$ cat src/rtl/miriscv_instr_encoder.sv
// miriscv_instr_encoder: turns abstract command requests into RV32I words for
// the miriscv stimulus path, with a one-word output buffer and LI expansion.
// Optional: define MIRISCV_ENC_RANGE_CHECK_EN to also flag immediates that do
// not fit their instruction field (the word is still emitted, truncated).
//
// state    | meaning
// EMPTY    | output register empty
// HOLD     | holding a final word
// HOLD_LUI | holding the LUI of an LI pair, ADDI word latched in addi_q
//
// Command codes: 0 NOP, 1-10 ADD SUB XOR OR AND SLL SRL SRA SLTS SLTU,
// 11-19 ADDI XORI ORI ANDI SLLI SRLI SRAI SLTI SLTIU, 20-24 LB LH LW LBU LHU,
// 25-27 SB SH SW, 28-33 BEQ BNE BLT BGE BLTU BGEU, 34 JAL, 35 JALR, 36 LUI,
// 37 AUIPC, 38 SYSTEM, 39 MISCMEM, 40 LI pseudo, 41-63 illegal.
module miriscv_instr_encoder #(
  parameter int CNT_W       = 16,
  parameter bit ILLEGAL_NOP = 1'b1
) (
  input  logic             clk_i,
  input  logic             rst_i,
  input  logic             req_valid_i,
  output logic             req_ready_o,
  input  logic [5:0]       req_cmd_i,
  input  logic [4:0]       req_rd_i,
  input  logic [4:0]       req_rs1_i,
  input  logic [4:0]       req_rs2_i,
  input  logic [31:0]      req_imm_i,
  output logic             instr_valid_o,
  input  logic             instr_ready_i,
  output logic [31:0]      instr_o,
  output logic             err_o,
  output logic [CNT_W-1:0] instr_cnt_o
);

  localparam logic [6:0] OP_R      = 7'b0110011;
  localparam logic [6:0] OP_IMM    = 7'b0010011;
  localparam logic [6:0] OP_LOAD   = 7'b0000011;
  localparam logic [6:0] OP_STORE  = 7'b0100011;
  localparam logic [6:0] OP_BRANCH = 7'b1100011;
  localparam logic [6:0] OP_JAL    = 7'b1101111;
  localparam logic [6:0] OP_JALR   = 7'b1100111;
  localparam logic [6:0] OP_LUI    = 7'b0110111;
  localparam logic [6:0] OP_AUIPC  = 7'b0010111;

  localparam logic [31:0] W_NOP    = 32'h0000_0013;
  localparam logic [31:0] W_ECALL  = 32'h0000_0073;
  localparam logic [31:0] W_EBREAK = 32'h0010_0073;
  localparam logic [31:0] W_FENCE  = 32'h0FF0_000F;

  typedef enum logic [1:0] {EMPTY, HOLD, HOLD_LUI} state_t;

  typedef enum logic [3:0] {
    CL_NOP, CL_R, CL_I, CL_SH, CL_LD, CL_ST, CL_BR, CL_JAL,
    CL_JALR, CL_LUI, CL_AUIPC, CL_SYS, CL_MISC, CL_LI, CL_ILL
  } cls_t;

  state_t      state_q;
  logic [31:0] addi_q;

  cls_t        cls;
  logic [2:0]  f3;
  logic [6:0]  f7;
  logic [31:0] enc_word;
  logic [31:0] enc_addi;
  logic        enc_pair;
  logic        enc_has_word;
  logic        enc_illegal;
  logic        enc_misfit;
  logic [11:0] imm12;
  logic        fits12;
  logic [19:0] li_hi;
  logic        handshake;
  logic        accept;

  assign imm12  = req_imm_i[11:0];
  assign fits12 = (&req_imm_i[31:11]) | ~(|req_imm_i[31:11]);
  // (imm + 0x800) >> 12: the upper part plus the carry out of the low 12 bits
  assign li_hi  = req_imm_i[31:12] + {19'b0, req_imm_i[11]};

  assign handshake   = instr_valid_o & instr_ready_i;
  assign req_ready_o = (state_q == EMPTY) | ((state_q == HOLD) & instr_ready_i);
  assign accept      = req_valid_i & req_ready_o;

  // Command code -> instruction class plus funct3/funct7.
  always_comb begin
    cls = CL_ILL;
    f3  = 3'b000;
    f7  = 7'h00;
    case (req_cmd_i)
      6'd0:  cls = CL_NOP;
      6'd1:  cls = CL_R;
      6'd2:  begin cls = CL_R; f7 = 7'h20; end
      6'd3:  begin cls = CL_R; f3 = 3'b100; end
      6'd4:  begin cls = CL_R; f3 = 3'b110; end
      6'd5:  begin cls = CL_R; f3 = 3'b111; end
      6'd6:  begin cls = CL_R; f3 = 3'b001; end
      6'd7:  begin cls = CL_R; f3 = 3'b101; end
      6'd8:  begin cls = CL_R; f3 = 3'b101; f7 = 7'h20; end
      6'd9:  begin cls = CL_R; f3 = 3'b010; end
      6'd10: begin cls = CL_R; f3 = 3'b011; end
      6'd11: cls = CL_I;
      6'd12: begin cls = CL_I; f3 = 3'b100; end
      6'd13: begin cls = CL_I; f3 = 3'b110; end
      6'd14: begin cls = CL_I; f3 = 3'b111; end
      6'd15: begin cls = CL_SH; f3 = 3'b001; end
      6'd16: begin cls = CL_SH; f3 = 3'b101; end
      6'd17: begin cls = CL_SH; f3 = 3'b101; f7 = 7'h20; end
      6'd18: begin cls = CL_I; f3 = 3'b010; end
      6'd19: begin cls = CL_I; f3 = 3'b011; end
      6'd20: cls = CL_LD;
      6'd21: begin cls = CL_LD; f3 = 3'b001; end
      6'd22: begin cls = CL_LD; f3 = 3'b010; end
      6'd23: begin cls = CL_LD; f3 = 3'b100; end
      6'd24: begin cls = CL_LD; f3 = 3'b101; end
      6'd25: cls = CL_ST;
      6'd26: begin cls = CL_ST; f3 = 3'b001; end
      6'd27: begin cls = CL_ST; f3 = 3'b010; end
      6'd28: cls = CL_BR;
      6'd29: begin cls = CL_BR; f3 = 3'b001; end
      6'd30: begin cls = CL_BR; f3 = 3'b100; end
      6'd31: begin cls = CL_BR; f3 = 3'b101; end
      6'd32: begin cls = CL_BR; f3 = 3'b110; end
      6'd33: begin cls = CL_BR; f3 = 3'b111; end
      6'd34: cls = CL_JAL;
      6'd35: cls = CL_JALR;
      6'd36: cls = CL_LUI;
      6'd37: cls = CL_AUIPC;
      6'd38: cls = CL_SYS;
      6'd39: cls = CL_MISC;
      6'd40: cls = CL_LI;
      default: cls = CL_ILL;
    endcase
  end

  // Class -> instruction word(s); LI may produce a LUI plus a deferred ADDI.
  always_comb begin
    enc_word     = W_NOP;
    enc_addi     = W_NOP;
    enc_pair     = 1'b0;
    enc_has_word = 1'b1;
    enc_illegal  = 1'b0;
    case (cls)
      CL_NOP:   enc_word = W_NOP;
      CL_R:     enc_word = {f7, req_rs2_i, req_rs1_i, f3, req_rd_i, OP_R};
      CL_I:     enc_word = {imm12, req_rs1_i, f3, req_rd_i, OP_IMM};
      CL_SH:    enc_word = {f7, req_imm_i[4:0], req_rs1_i, f3, req_rd_i, OP_IMM};
      CL_LD:    enc_word = {imm12, req_rs1_i, f3, req_rd_i, OP_LOAD};
      CL_ST:    enc_word = {req_imm_i[11:5], req_rs2_i, req_rs1_i, f3,
                            req_imm_i[4:0], OP_STORE};
      CL_BR:    enc_word = {req_imm_i[12], req_imm_i[10:5], req_rs2_i, req_rs1_i, f3,
                            req_imm_i[4:1], req_imm_i[11], OP_BRANCH};
      CL_JAL:   enc_word = {req_imm_i[20], req_imm_i[10:1], req_imm_i[11],
                            req_imm_i[19:12], req_rd_i, OP_JAL};
      CL_JALR:  enc_word = {imm12, req_rs1_i, 3'b000, req_rd_i, OP_JALR};
      CL_LUI:   enc_word = {req_imm_i[31:12], req_rd_i, OP_LUI};
      CL_AUIPC: enc_word = {req_imm_i[31:12], req_rd_i, OP_AUIPC};
      CL_SYS:   enc_word = req_imm_i[0] ? W_EBREAK : W_ECALL;
      CL_MISC:  enc_word = W_FENCE;
      CL_LI: begin
        if (fits12) begin
          enc_word = {imm12, 5'd0, 3'b000, req_rd_i, OP_IMM};
        end else if (imm12 == 12'd0) begin
          enc_word = {li_hi, req_rd_i, OP_LUI};
        end else begin
          enc_word = {li_hi, req_rd_i, OP_LUI};
          enc_addi = {imm12, req_rd_i, 3'b000, req_rd_i, OP_IMM};
          enc_pair = 1'b1;
        end
      end
      default: begin
        enc_illegal  = 1'b1;
        enc_has_word = ILLEGAL_NOP;
        enc_word     = W_NOP;
      end
    endcase
  end

`ifdef MIRISCV_ENC_RANGE_CHECK_EN
  logic fits13;
  logic fits21;
  assign fits13 = (&req_imm_i[31:12]) | ~(|req_imm_i[31:12]);
  assign fits21 = (&req_imm_i[31:20]) | ~(|req_imm_i[31:20]);

  // Flag immediates that lose information when packed into their field.
  always_comb begin
    enc_misfit = 1'b0;
    case (cls)
      CL_I, CL_LD, CL_ST, CL_JALR: enc_misfit = ~fits12;
      CL_BR:                       enc_misfit = ~fits13 | req_imm_i[0];
      CL_JAL:                      enc_misfit = ~fits21 | req_imm_i[0];
      CL_SH:                       enc_misfit = |req_imm_i[31:5];
      CL_LUI, CL_AUIPC:            enc_misfit = |imm12;
      default:                     enc_misfit = 1'b0;
    endcase
  end
`else
  assign enc_misfit = 1'b0;
`endif

  // Output buffer FSM: loads on accept, walks the LI pair, empties on handoff.
  always_ff @(posedge clk_i) begin
    if (rst_i) begin
      state_q       <= EMPTY;
      instr_valid_o <= 1'b0;
      instr_o       <= '0;
      addi_q        <= '0;
      err_o         <= 1'b0;
    end else begin
      err_o <= accept & (enc_illegal | enc_misfit);
      case (state_q)
        EMPTY, HOLD: begin
          if (accept && enc_has_word) begin
            instr_o       <= enc_word;
            instr_valid_o <= 1'b1;
            addi_q        <= enc_addi;
            state_q       <= enc_pair ? HOLD_LUI : HOLD;
          end else if (handshake) begin
            instr_valid_o <= 1'b0;
            state_q       <= EMPTY;
          end
        end
        HOLD_LUI: begin
          if (handshake) begin
            instr_o <= addi_q;
            state_q <= HOLD;
          end
        end
        default: begin
          instr_valid_o <= 1'b0;
          state_q       <= EMPTY;
        end
      endcase
    end
  end

  // Count words handed to the consumer, wrapping naturally.
  always_ff @(posedge clk_i) begin
    if (rst_i) begin
      instr_cnt_o <= '0;
    end else if (handshake) begin
      instr_cnt_o <= instr_cnt_o + CNT_W'(1);
    end
  end

endmodule

$ cat config.mk
export PLATFORM = sky130hd
export DESIGN_NAME = miriscv_instr_encoder
export DESIGN_NICKNAME = d
export VERILOG_FILES = /design/src/rtl/miriscv_instr_encoder.sv
export SDC_FILE = /design/constraint.sdc
export NUM_CORES = 1
export LEC_CHECK = 0
export BUFFER_PORTS_ARGS = -buffer_cell sky130_fd_sc_hd__buf_4
export CAP_MARGIN = 20
export CELL_PAD_IN_SITES_DETAIL_PLACEMENT = 1
export CELL_PAD_IN_SITES_GLOBAL_PLACEMENT = 1
export CORE_MARGIN = 1
export CORE_UTILIZATION = 27
export CTS_BUF_LIST = sky130_fd_sc_hd__clkbuf_4
export CTS_CLUSTER_DIAMETER = 200
export DETAILED_ROUTE_END_ITERATION = 12
export PLACE_DENSITY = 0.57
export SKIP_LAST_GASP = 1
export SLEW_MARGIN = 30
export SYNTH_ARGS = -nofsm -noshare
export SYNTH_HDL_FRONTEND = slang
export SYNTH_SLANG_ARGS = --single-unit
$ cat constraint.sdc
create_clock -name clk_i -period 2.1 [get_ports clk_i]
set_input_delay 0.105 -clock clk_i [delete_from_list [all_inputs] [get_ports clk_i]]
set_output_delay 0.105 -clock clk_i [all_outputs]
set_load 0.05 [all_outputs]
==> impl_metrics.sql, run 1 <==
INSERT INTO impl_metrics (metric_group, metric, value, unit) VALUES
('flow_run', 'cap_violations', '0', ''),
('timing', 'rsz0062_at_grt', 'no', ''),
('placement', 'routabilityCongestion', '0.824', ''),
('synthesis', 'postSynthRegisterBits', '69', ''),
('synthesis', 'synthesis.area_per_instance', '8.28', 'sq um'),
('critical_path', 'regToRegEndpoint', 'instr_o[24]', ''),
('synthesis', 'synthesis.nets', '612', ''),
('clock_tree', 'h-tree-depth', '3', ''),
('critical_path', 'setup.worst_path.end_class', 'flip-flop', ''),
('synthesis', 'synth-edff-count', '0', ''),
('layout', 'syn_to_final_growth', '36.8', '%'),
('status', 'result_of_the_run', 'finished, final reports clean', ''),
('synthesis', 'netlist_top_cells_area', 'sky130_fd_sc_hd__dfxtp_1 30%, sky130_fd_sc_hd__a22o_1 5.2%, sky130_fd_sc_hd__nor2_1 4.1%', ''),
('grt', 'grt_first_pass_wirelength', '29.9', 'mm'),
('routing', 'remaining_drcs', '0', ''),
('critical_path', 'reg2regPathDepth', '7', ''),
('clock_tree', 'clk_pin_slew', '0.12', 'ns'),
('power', 'irDropWorstVdd', '0.248', 'mV'),
('power', 'p_clk_frac', '0.295', ''),
('grt', 'first_global_vias', '5194', ''),
('layout', 'share_of_final_layout_standard_cells_stronger_than_drive_strength_1', '0.295', ''),
('timing', 'fin_crit', '2.02', 'ns'),
('grt', 'grt_antenna_before_repair', '1', ''),
('power', 'total_power', '3.16', 'mW'),
('floorplan', 'initial_utilization', '0.276', ''),
('floorplan', 'core-area', '16500', 'sq um'),
('synthesis', 'dominantRegCellSynth', 'sky130_fd_sc_hd__dfxtp_1', ''),
('floorplan', 'die-area', '17400', 'sq um'),
('critical_path', 'crit_path_max_fanout', '8', ''),
('power', 'leakagePower', '2.41', 'nW'),
('grt', 'met1_usage', '0.301', ''),
('clock_tree', 'clock_sinks', '69', ''),
('clock_tree', 'cts_buffer_depth', '2', ''),
('synthesis', 'post-synth-top-area-fraction', '0.303', ''),
('grt', 'grt_usage', '0.221', ''),
('placement', 'port_buffers', '107', ''),
('synthesis', 'ys_types', '78', ''),
('floorplan', 'fp.dieH', '132', 'um'),
('timing', 'final-setup-viol-count', '0', ''),
('floorplan', 'dieWidth', '132', 'um'),
('layout', 'finish.cell_count_without_fillers', '926', ''),
('timing', 'post-route-worst-setup-slack', '0.0827', 'ns'),
('power', 'cellPowerDensity', '506', 'nW/um^2'),
('timing', 'max_freq', '0.496', 'GHz'),
('power', 'seqPwrFrac', '0.433', ''),
('clock_tree', 'cts-buffers-inserted', '9', ''),
('critical_path', 'regToRegSetupSlack', '0.15', 'ns'),
('timing', 'max_slew_margin', '0.538', ''),
('timing', 'finalSetupTns', '0', 'ns'),
('hold_path', 'worstHoldPathCells', '3', ''),
('routing', 'dr_vias', '5076', ''),
('timing', 'final_count_of_pins_violating_max_slew', '0', ''),
('layout', 'finalCoreUtilization', '0.377', ''),
('hold_path', 'hp-start', 'req_rs1_i[3]', ''),
('clock_tree', 'clock_latency_on_the_worst_skew_pair', '0.45', 'ns'),
('floorplan', 'ios', '108', ''),
('grt', 'grt.met3_usage', '0.0327', ''),
('critical_path', 'timing.critical_path.required', '2.44', 'ns'),
('grt', 'grt_max_degree', '33', ''),
('hold_path', 'min_to', 'instr_o[18]', ''),
('synthesis', 'synth_largest_area_cell', 'sky130_fd_sc_hd__dfxtp_1', ''),
('synthesis', 'synth-warning-count', '0', ''),
('layout', 'final_cell_area', '6240', 'sq um'),
('grt', 'grt_overflow', '0', ''),
('critical_path', 'criticalPathCategory', 'primary input to flip-flop', ''),
('routing', 'antenna_violating_nets_post_route', '0', ''),
('routing', 'avgRoutedWirePerCell', '20.5', 'um'),
('synthesis', 'asyncSetResetFlopFracSynth', '0', ''),
('layout', 'final_net_count', '761', ''),
('critical_path', 'critical_path_arrival', '2.36', 'ns'),
('critical_path', 'crit_path_start_kind', 'primary input', '');
==> logic make-up after synthesis <==
group,synth area share
flip-flops,0.303
multiplexers,0.00905
AO/OA/AOI/OAI,0.317
AND/OR/NAND/NOR,0.247
buffers and inverters,0.0573
adder cells (fa/ha/maj),0.0110
XOR/XNOR,0.0557
==> registers in the layout, indices dropped and copies added, names as in the netlist <==
| signal | count |
|---|---|
| instr_cnt_o | 16 |
| instr_o | 31 |
| err_o | 1 |
| state_q | 2 |
| instr_valid_o | 1 |
| addi_q | 18 |
==> how the worst max path moves through the flow <==
stage,endpoint,from,cells after the start,slack [ns]
detailed placement,instr_o[30],req_imm_i[11],9,-0.06
global placement,instr_o[30],req_imm_i[11],9,-0.06
CTS,instr_o[24],req_imm_i[27],10,0.003
finish,instr_o[24],req_imm_i[27],9,0.08
floorplan,instr_o[20],instr_valid_o,8,0.07
global route,instr_o[24],state_q[1],7,0.04
==> worst max-delay path: stages <==
cell,delay (ns)
sky130_fd_sc_hd__dlygate4sd3_1,0.54
sky130_fd_sc_hd__buf_4,0.16
sky130_fd_sc_hd__and3_1,0.20
sky130_fd_sc_hd__and3_1,0.22
sky130_fd_sc_hd__nand3_4,0.08
sky130_fd_sc_hd__buf_4,0.15
sky130_fd_sc_hd__a21boi_4,0.10
sky130_fd_sc_hd__a311o_2,0.43
sky130_fd_sc_hd__a311o_1,0.37
==> power by group through the flow <==
stage,combinational (mW),sequential (mW),clock [mW]
final,0.859,1.37,0.932
after global routing,0.918,1.37,1.01
after CTS,0.852,1.37,0.959
after detailed placement,0.812,1.40,0
after global placement,0.797,1.39,0
after floorplan,0.372,1.48,0
==> repair_timing <==
action	4_1_cts	5_1_grt
hold endpoints to repair	33	0
hold buffers	24	0
setup endpoints to repair	0	17
resized for setup	0	5
buffers inserted	0	4
==> cell type report <==
| type | instances | area, sq um | share of cell area |
|---|---|---|---|
| Sequential cell | 69 | 1380 | 0.221 |
| Antenna cell | 1 | 2.50 | 0.000401 |
| Timing Repair Buffer | 182 | 1450 | 0.233 |
| Clock inverter | 4 | 48.8 | 0.00782 |
| Multi-Input combinational cell | 430 | 2960 | 0.474 |
| Tap cell | 220 | 275 | 0.0441 |
| Clock buffer | 12 | 90.1 | 0.0144 |
| Inverter | 8 | 30.0 | 0.00481 |
==> metal layers <==
metal  wire [um]  part of all wire  vias up
met3         793             0.042       19
met2        8930              0.47      138
li1            -                 -     2391
met1        8890              0.47     2528
met4         327             0.017        0
met5           0                 0        -
==> layout by cell type (no fill, tap or decap), types with 6 or more instances in the layout <==
cell type,Yosys,layout
sky130_fd_sc_hd__buf_4,6,156
sky130_fd_sc_hd__dfxtp_1,69,69
sky130_fd_sc_hd__nor2_1,50,50
sky130_fd_sc_hd__nand2_1,49,49
sky130_fd_sc_hd__a21oi_1,37,36
sky130_fd_sc_hd__a22o_1,27,27
sky130_fd_sc_hd__dlygate4sd3_1,0,24
sky130_fd_sc_hd__o21ai_0,18,18
sky130_fd_sc_hd__nand3_1,17,17
sky130_fd_sc_hd__xnor2_1,15,15
sky130_fd_sc_hd__o21ai_1,14,14
sky130_fd_sc_hd__xor2_1,14,14
sky130_fd_sc_hd__a221oi_1,13,13
sky130_fd_sc_hd__a211oi_1,13,12
sky130_fd_sc_hd__clkbuf_4,0,12
sky130_fd_sc_hd__nand2b_1,11,11
sky130_fd_sc_hd__a22oi_1,11,11
sky130_fd_sc_hd__nor4_1,10,9
sky130_fd_sc_hd__a221oi_2,9,9
sky130_fd_sc_hd__nand4_1,9,9
sky130_fd_sc_hd__nor2b_1,7,7
sky130_fd_sc_hd__inv_1,6,6
sky130_fd_sc_hd__and3_1,6,6
sky130_fd_sc_hd__o22ai_1,6,6
sky130_fd_sc_hd__nor3_1,6,6
==> synthesized netlist by cell type, drive strengths merged (3+ instances only) <==
library cell  number
nor4b              3
mux2i              3
nand2b            11
nor2b              7
a221oi            22
dfxtp             69
clkbuf            16
a21oi             37
a22oi             11
o211a              3
nor3              10
and3               7
xor2              14
a222oi             5
ha                 4
and2               4
a21boi             3
o21ai             33
or2                3
a22o              27
nand3b             3
xnor2             15
nand3             21
a211oi            13
inv                8
nand4             10
and4               3
o22ai              6
a311o              4
nor2              50
or3                5
nand2             49
nor4              11
buf               28
Note: power is estimated with default switching activity, not from simulation.
==> run 2, diff against run 1 <==
--- a/config.mk
+++ b/config.mk
@@ -14,6 +14,7 @@
 export CTS_BUF_LIST = sky130_fd_sc_hd__clkbuf_4
 export CTS_CLUSTER_DIAMETER = 200
 export DETAILED_ROUTE_END_ITERATION = 12
+export HOLD_SLACK_MARGIN = 0.06
 export PLACE_DENSITY = 0.57
 export SKIP_LAST_GASP = 1
 export SLEW_MARGIN = 30
==> run 2 against run 1 <==
Effect of this change: critical path depth unchanged; fmax down 0.90%; routed wire length grew 0.39%; sequential share of layout area shrank 0.28 points; via count grew 0.32%; worst setup slack got worse by 0.018 ns; utilization increased by 0.48 points; sequential cell count is the same; register-to-register slack barely moved; die area is the same; critical path type unchanged; critical endpoint unchanged.
==> impl_metrics.sql, run 2 (synthesized netlist as in run 1, its figures left out) <==
INSERT INTO impl_metrics (metric_group, metric, value, unit) VALUES
('grt', 'grt_first_pass_wirelength', '30.0', 'mm'),
('routing', 'drt_first_pass_iters', '4', ''),
('layout', 'largest-register', 'instr_o', ''),
('routing', 'dr_vias', '5092', ''),
('critical_path', 'setup.worst_path.end_class', 'flip-flop', ''),
('critical_path', 'rr_startpoint', 'state_q[1]', ''),
('timing', 'fin_crit', '2.04', 'ns'),
('routing', 'post_detailed_route_via_to_cell_ratio', '5.45', ''),
('timing', 'final-hold-violation-count', '0', ''),
('clock_tree', 'clock_latency_on_the_worst_skew_pair', '0.45', 'ns'),
('layout', 'syn_to_final_growth', '38.5', '%'),
('floorplan', 'placementRows', '47', ''),
('routing', 'antenna_violating_nets_post_route', '0', ''),
('routing', 'initialDrtViolationCount', '253', ''),
('critical_path', 'crit_path_max_fanout', '8', ''),
('placement', 'dp.cells', '881', ''),
('layout', 'final.fill_count', '1968', ''),
('floorplan', 'core-area', '16500', 'sq um'),
('hold_path', 'min_to', 'instr_o[16]', ''),
('timing', 'finalSetupTns', '0', 'ns'),
('timing', 'max_slew_margin', '0.545', ''),
('critical_path', 'timing.critical_path.required', '2.45', 'ns'),
('timing', 'worstMarginPinSlew', '0.680', 'ns'),
('power', 'leakagePower', '2.45', 'nW'),
('grt', 'grt_max_degree', '33', ''),
('grt', 'grt_usage', '0.222', ''),
('layout', 'share_of_final_layout_standard_cells_stronger_than_drive_strength_1', '0.292', ''),
('timing', 'final_count_of_pins_violating_max_slew', '0', ''),
('grt', 'grt_overflow', '0', ''),
('hold_path', 'hold_path.class', 'primary input to flip-flop', ''),
('routing', 'avgRoutedWirePerCell', '20.4', 'um'),
('critical_path', 'crit_path_start_kind', 'primary input', ''),
('status', 'result_of_the_run', 'finished, final reports clean', ''),
('floorplan', 'initial_utilization', '0.276', ''),
('placement', 'routabilityCongestion', '0.824', ''),
('floorplan', 'fp.dieH', '132', 'um'),
('layout', 'final_net_count', '769', ''),
('floorplan', 'ios', '108', ''),
('timing', 'timing.clock.skew', '0.0114', 'ns'),
('floorplan', 'dieWidth', '132', 'um'),
('critical_path', 'critical_path_arrival', '2.38', 'ns'),
('clock_tree', 'h-tree-depth', '3', ''),
('routing', 'remaining_drcs', '0', ''),
('layout', 'max_ffs_per_register', '31', ''),
('placement', 'port_buffers', '107', ''),
('layout', 'reg.largest.list', 'instr_o x31, addi_q x18, instr_cnt_o x16', ''),
('grt', 'first_global_vias', '5214', ''),
('floorplan', 'die-area', '17400', 'sq um'),
('timing', 'final-setup-viol-count', '0', ''),
('flow_run', 'cap_violations', '0', ''),
('hold_path', 'worstHoldPathCells', '3', ''),
('clock_tree', 'clock_sinks', '69', ''),
('critical_path', 'regToRegSetupSlack', '0.14', 'ns'),
('timing', 'rsz0062_at_grt', 'no', ''),
('clock_tree', 'cts-buffers-inserted', '9', ''),
('critical_path', 'criticalPathCategory', 'primary input to flip-flop', ''),
('layout', 'finish.cell_count_without_fillers', '934', ''),
('critical_path', 'reg2regPathDepth', '7', ''),
('clock_tree', 'cts_tree', 'built', ''),
('routing', 'postRouteWirelength', '19.0', 'mm'),
('layout', 'final_cell_area', '6320', 'sq um'),
('timing', 'worst_hold_slack', '0.0511', 'ns'),
('grt', 'grt_antenna_before_repair', '1', ''),
('timing', 'max_freq', '0.491', 'GHz'),
('hold_path', 'hp-start', 'req_rs1_i[1]', ''),
('power', 'total_power', '3.17', 'mW'),
('placement', 'dpl.hpwl', '14.3', 'mm'),
('clock_tree', 'cts-root-buf', 'sky130_fd_sc_hd__clkbuf_4', ''),
('layout', 'most_frequent_cells_in_the_layout', '156 x sky130_fd_sc_hd__buf_4, 69 x sky130_fd_sc_hd__dfxtp_1, 50 x sky130_fd_sc_hd__nor2_1', ''),
('placement', 'dpl_cell_area', '5800', 'sq um'),
('clock_tree', 'cts_buffer_depth', '2', ''),
('layout', 'layout_commonest_cell', 'sky130_fd_sc_hd__buf_4', ''),
('power', 'cellPowerDensity', '502', 'nW/um^2'),
('timing', 'period_share', '0.969', ''),
('clock_tree', 'clk_pin_slew', '0.12', 'ns'),
('power', 'irDropWorstVdd', '0.250', 'mV'),
('critical_path', 'regToRegEndpoint', 'instr_o[24]', '');
[run 2: cell count changes in the layout (fill, tap and decap cells not counted)]
cell                            change
sky130_fd_sc_hd__dlygate4sd3_1      +8
[run 2: routing by layer]
layer,GRT usage,vias up,wire (um)
met1,0.302,2524,8960
met4,0.0698,0,363
met2,0.359,137,8940
li1,-,2410,-
met3,0.0327,21,756
met5,0,-,0
[run 2: final cells by class]
type	count	area (sq um)	share of cell area
diodes	1	2.50	0.000396
well taps	220	275	0.0436
clock buffers	12	90.1	0.0143
flip-flops and latches	69	1380	0.219
inverters	8	30.0	0.00475
clock inverters	4	48.8	0.00772
repair buffers	190	1530	0.242
multi-input cells	430	2960	0.468
[run 2: worst max path at each step]
stage	end	cells past startpoint	slack, ns	start
finish	instr_o[24]	9	0.06	req_imm_i[28]
global route	instr_o[20]	10	0.02	req_imm_i[27]
CTS	instr_o[24]	10	0.003	req_imm_i[27]
detailed placement	instr_o[30]	9	-0.06	req_imm_i[11]
global placement	instr_o[30]	9	-0.06	req_imm_i[11]
floorplan	instr_o[20]	8	0.07	instr_valid_o
[run 2: what timing repair did]
action                                  4_1_cts  5_1_grt
setup buffers                                 0        4
endpoints found under the setup margin        0       17
hold buffers                                 32        0
gates resized for setup                       0        5
hold endpoints to repair                     38        0
[run 2: through the flow]
stage               worst slack [ns]   util
floorplan                     0.0697      -
global placement             -0.0586  0.350
detailed placement           -0.0602  0.351
CTS                          0.00328  0.379
global route                  0.0238  0.382
finish                        0.0644  0.382
[run 2: critical path, cell delays in order]
cell and delay [ns]:
sky130_fd_sc_hd__dlygate4sd3_1 0.54, sky130_fd_sc_hd__buf_4 0.16, sky130_fd_sc_hd__and3_1 0.21, sky130_fd_sc_hd__and3_1 0.22
sky130_fd_sc_hd__nand3_4 0.08, sky130_fd_sc_hd__buf_4 0.15, sky130_fd_sc_hd__a21boi_4 0.10, sky130_fd_sc_hd__a311o_2 0.44
sky130_fd_sc_hd__a311o_1 0.37
[run 2: power breakdown]
part / switching, mW / internal (mW) / leakage (nW)
logic: 0.514 / 0.356 / 1.82
registers: 0.0257 / 1.34 / 0.559
clock network: 0.539 / 0.399 / 0.0712
==> run 3, diff against run 2 <==
==> constraint.sdc (replaced) <==
create_clock -name clk_i -period 1.9 [get_ports clk_i]
set_input_delay 0.095 -clock clk_i [delete_from_list [all_inputs] [get_ports clk_i]]
set_output_delay 0.095 -clock clk_i [all_outputs]
set_load 0.05 [all_outputs]
==> run 3 against run 2 <==
Effect of this change: register-to-register slack lost 0.07 ns; global-route usage grew 0.11 points; cell area grew 1.9%; clock power grew 19%; cell count grew 0.43%; sequential cell count is the same; sequential share of layout area shrank 0.35 points; die area is the same; total power grew 13%; count of clock-buffer cells in the layout shrank 2; utilization grew 0.73 points; critical path type unchanged; largest cell class unchanged.
==> impl_metrics.sql, run 3 (synthesized netlist as in run 1, its figures left out) <==
INSERT INTO impl_metrics (metric_group, metric, value, unit) VALUES
('clock_tree', 'clock_sinks', '69', ''),
('grt', 'grt_first_pass_wirelength', '30.0', 'mm'),
('floorplan', 'placementRows', '47', ''),
('power', 'cellPowerDensity', '559', 'nW/um^2'),
('power', 'leakagePower', '2.48', 'nW'),
('layout', 'finalCoreUtilization', '0.390', ''),
('clock_tree', 'cts_buffer_depth', '2', ''),
('timing', 'max_slew_margin', '0.329', ''),
('critical_path', 'timing.critical_path.required', '2.24', 'ns'),
('routing', 'dr_vias', '5105', ''),
('critical_path', 'critPathBufInv', '2', ''),
('routing', 'drt_first_pass_iters', '4', ''),
('timing', 'final-setup-viol-count', '0', ''),
('clock_tree', 'cts-buffers-inserted', '9', ''),
('timing', 'fin_crit', '1.89', 'ns'),
('grt', 'first_global_vias', '5268', ''),
('routing', 'remaining_drcs', '0', ''),
('floorplan', 'initial_utilization', '0.276', ''),
('critical_path', 'rr_startpoint', 'state_q[1]', ''),
('critical_path', 'critical_path_arrival', '2.23', 'ns'),
('power', 'irDropWorstVdd', '0.334', 'mV'),
('layout', 'reg.largest.list', 'instr_o x31, addi_q x18, instr_cnt_o x16', ''),
('clock_tree', 'cts-root-buf', 'sky130_fd_sc_hd__clkbuf_4', ''),
('timing', 'finalSetupTns', '0', 'ns'),
('clock_tree', 'h-tree-depth', '3', ''),
('critical_path', 'regToRegEndpoint', 'instr_o[24]', ''),
('grt', 'grt_usage', '0.223', ''),
('timing', 'worstMarginPinSlew', '0.995', 'ns'),
('timing', 'period_share', '0.993', ''),
('critical_path', 'reg2regPathDepth', '6', ''),
('timing', 'rsz0062_at_grt', 'yes', ''),
('routing', 'avgRoutedWirePerCell', '20.7', 'um'),
('layout', 'largest-register', 'instr_o', ''),
('critical_path', 'crit_path_max_fanout', '7', ''),
('hold_path', 'hp-start', 'req_imm_i[28]', ''),
('layout', 'final_net_count', '773', ''),
('floorplan', 'core-area', '16500', 'sq um'),
('clock_tree', 'clk_pin_slew', '0.11', 'ns'),
('layout', 'share_of_final_layout_standard_cells_stronger_than_drive_strength_1', '0.310', ''),
('critical_path', 'path_common_cell', 'sky130_fd_sc_hd__a311o_1', ''),
('grt', 'grt_max_degree', '43', ''),
('clock_tree', 'clock_latency_on_the_worst_skew_pair', '0.46', 'ns'),
('status', 'result_of_the_run', 'finished, final reports clean', ''),
('floorplan', 'fp.dieH', '132', 'um'),
('layout', 'syn_to_final_growth', '41.2', '%'),
('critical_path', 'slowest_delay', '0.55', 'ns'),
('grt', 'grt_overflow', '0', ''),
('timing', 'timing.clock.skew', '0.0192', 'ns'),
('routing', 'antenna_violating_nets_post_route', '0', ''),
('layout', 'most_frequent_cells_in_the_layout', '158 x sky130_fd_sc_hd__buf_4, 66 x sky130_fd_sc_hd__dfxtp_1, 49 x sky130_fd_sc_hd__nand2_1, 49 x sky130_fd_sc_hd__nor2_1, 36 x sky130_fd_sc_hd__a21oi_1', ''),
('placement', 'port_buffers', '107', ''),
('hold_path', 'worstHoldPathCells', '3', ''),
('clock_tree', 'cts_tree', 'built', ''),
('grt', 'grt_antenna_before_repair', '2', ''),
('routing', 'postRouteWirelength', '19.4', 'mm'),
('hold_path', 'min_to', 'instr_o[28]', ''),
('flow_run', 'cap_violations', '0', ''),
('floorplan', 'ios', '108', ''),
('layout', 'final.fill_count', '1971', ''),
('placement', 'routabilityCongestion', '0.857', ''),
('routing', 'post_detailed_route_via_to_cell_ratio', '5.44', ''),
('routing', 'initialDrtViolationCount', '283', ''),
('critical_path', 'cp_cell_sequence', 'dlygate4sd3_1 -> buf_4 -> and3_1 -> and3_4 -> nand3_4 -> a21boi_4 -> a311o_1 -> a311o_1', ''),
('critical_path', 'setup.worst_path.end_class', 'flip-flop', ''),
('critical_path', 'criticalPathCategory', 'primary input to flip-flop', ''),
('placement', 'dp.cells', '886', ''),
('hold_path', 'hold_path.class', 'primary input to flip-flop', ''),
('critical_path', 'crit_path_start_kind', 'primary input', ''),
('timing', 'max_freq', '0.530', 'GHz'),
('critical_path', 'regToRegSetupSlack', '0.07', 'ns'),
('floorplan', 'dieWidth', '132', 'um'),
('timing', 'final_count_of_pins_violating_max_slew', '0', ''),
('critical_path', 'cpLargestDelayFamily', 'compound AO/OA/AOI/OAI gates', ''),
('floorplan', 'die-area', '17400', 'sq um'),
('timing', 'final-hold-violation-count', '0', ''),
('layout', 'max_ffs_per_register', '31', ''),
('layout', 'layout_commonest_cell', 'sky130_fd_sc_hd__buf_4', ''),
('critical_path', 'critical-path-slowest-cell', 'sky130_fd_sc_hd__dlygate4sd3_1', ''),
('layout', 'finish.cell_count_without_fillers', '938', ''),
('placement', 'dpl.hpwl', '14.4', 'mm');
==> run 3: metal layers <==
metal | up-vias | part of all wire | wire, um | GRT usage
li1 | 2412 | - | - | -
met1 | 2542 | 0.47 | 9060 | 0.294
met2 | 127 | 0.47 | 9130 | 0.367
met3 | 24 | 0.038 | 738 | 0.0361
met4 | 0 | 0.023 | 453 | 0.0782
met5 | - | 0 | 0 | 0
==> run 3: power by group <==
part	total, mW	switching, mW	leakage, nW	internal, mW
clock network	1.12	0.583	0.0815	0.535
registers	1.51	0.0284	0.560	1.48
logic	0.973	0.579	1.84	0.394
==> run 3: how the worst max path moves through the flow <==
stage	startpoint	endpoint	slack, ns	cells past startpoint
2_1_floorplan	instr_cnt_o[5]	instr_cnt_o[14]	0.03	5
3_3_place_gp	req_cmd_i[3]	instr_o[24]	-0.13	7
3_5_place_dp	state_q[1]	instr_o[24]	-0.15	6
4_1_cts	req_imm_i[16]	instr_o[19]	0.001	8
5_1_grt	req_imm_i[17]	instr_o[23]	-0.03	8
6_report	req_imm_i[27]	instr_o[23]	0.01	8
==> run 3: area by class of cell <==
type / count / area (sq um) / share of cell area
multi-input cells: 431 / 3040 / 0.472
diodes: 2 / 5.00 / 0.000777
clock buffers: 10 / 75.1 / 0.0117
inverters: 8 / 30.0 / 0.00466
flip-flops and latches: 69 / 1390 / 0.215
well taps: 220 / 275 / 0.0428
clock inverters: 5 / 76.3 / 0.0119
repair buffers: 193 / 1550 / 0.241
==> run 3: metrics by stage <==
step | total power, mW | hold slack (ns) | cell area [sq um] | setup slack [ns]
5_1_grt | 3.76 | 0.0970 | 6440 | -0.0265
2_1_floorplan | 2.05 | 0.220 | 4560 | 0.0329
6_report | 3.60 | 0.100 | 6440 | 0.0132
3_3_place_gp | 2.42 | 0.321 | 5820 | -0.131
3_5_place_dp | 2.43 | 0.335 | 5820 | -0.149
4_1_cts | 3.61 | 0.0620 | 6290 | 0.000985
==> run 3: tightest hold or removal path: stages <==
cell	delay, ns
sky130_fd_sc_hd__buf_4	0.13
sky130_fd_sc_hd__a221oi_2	0.07
sky130_fd_sc_hd__a211oi_2	0.20
==> run 3: timing repair <==
item                                    CTS  global route
hold buffers                             32             0
hold endpoints to repair                 40             0
cloned                                    0             1
setup buffers                             0             2
endpoints found under the setup margin    8            32
pin swaps                                 0             7
resized for setup                         3            18
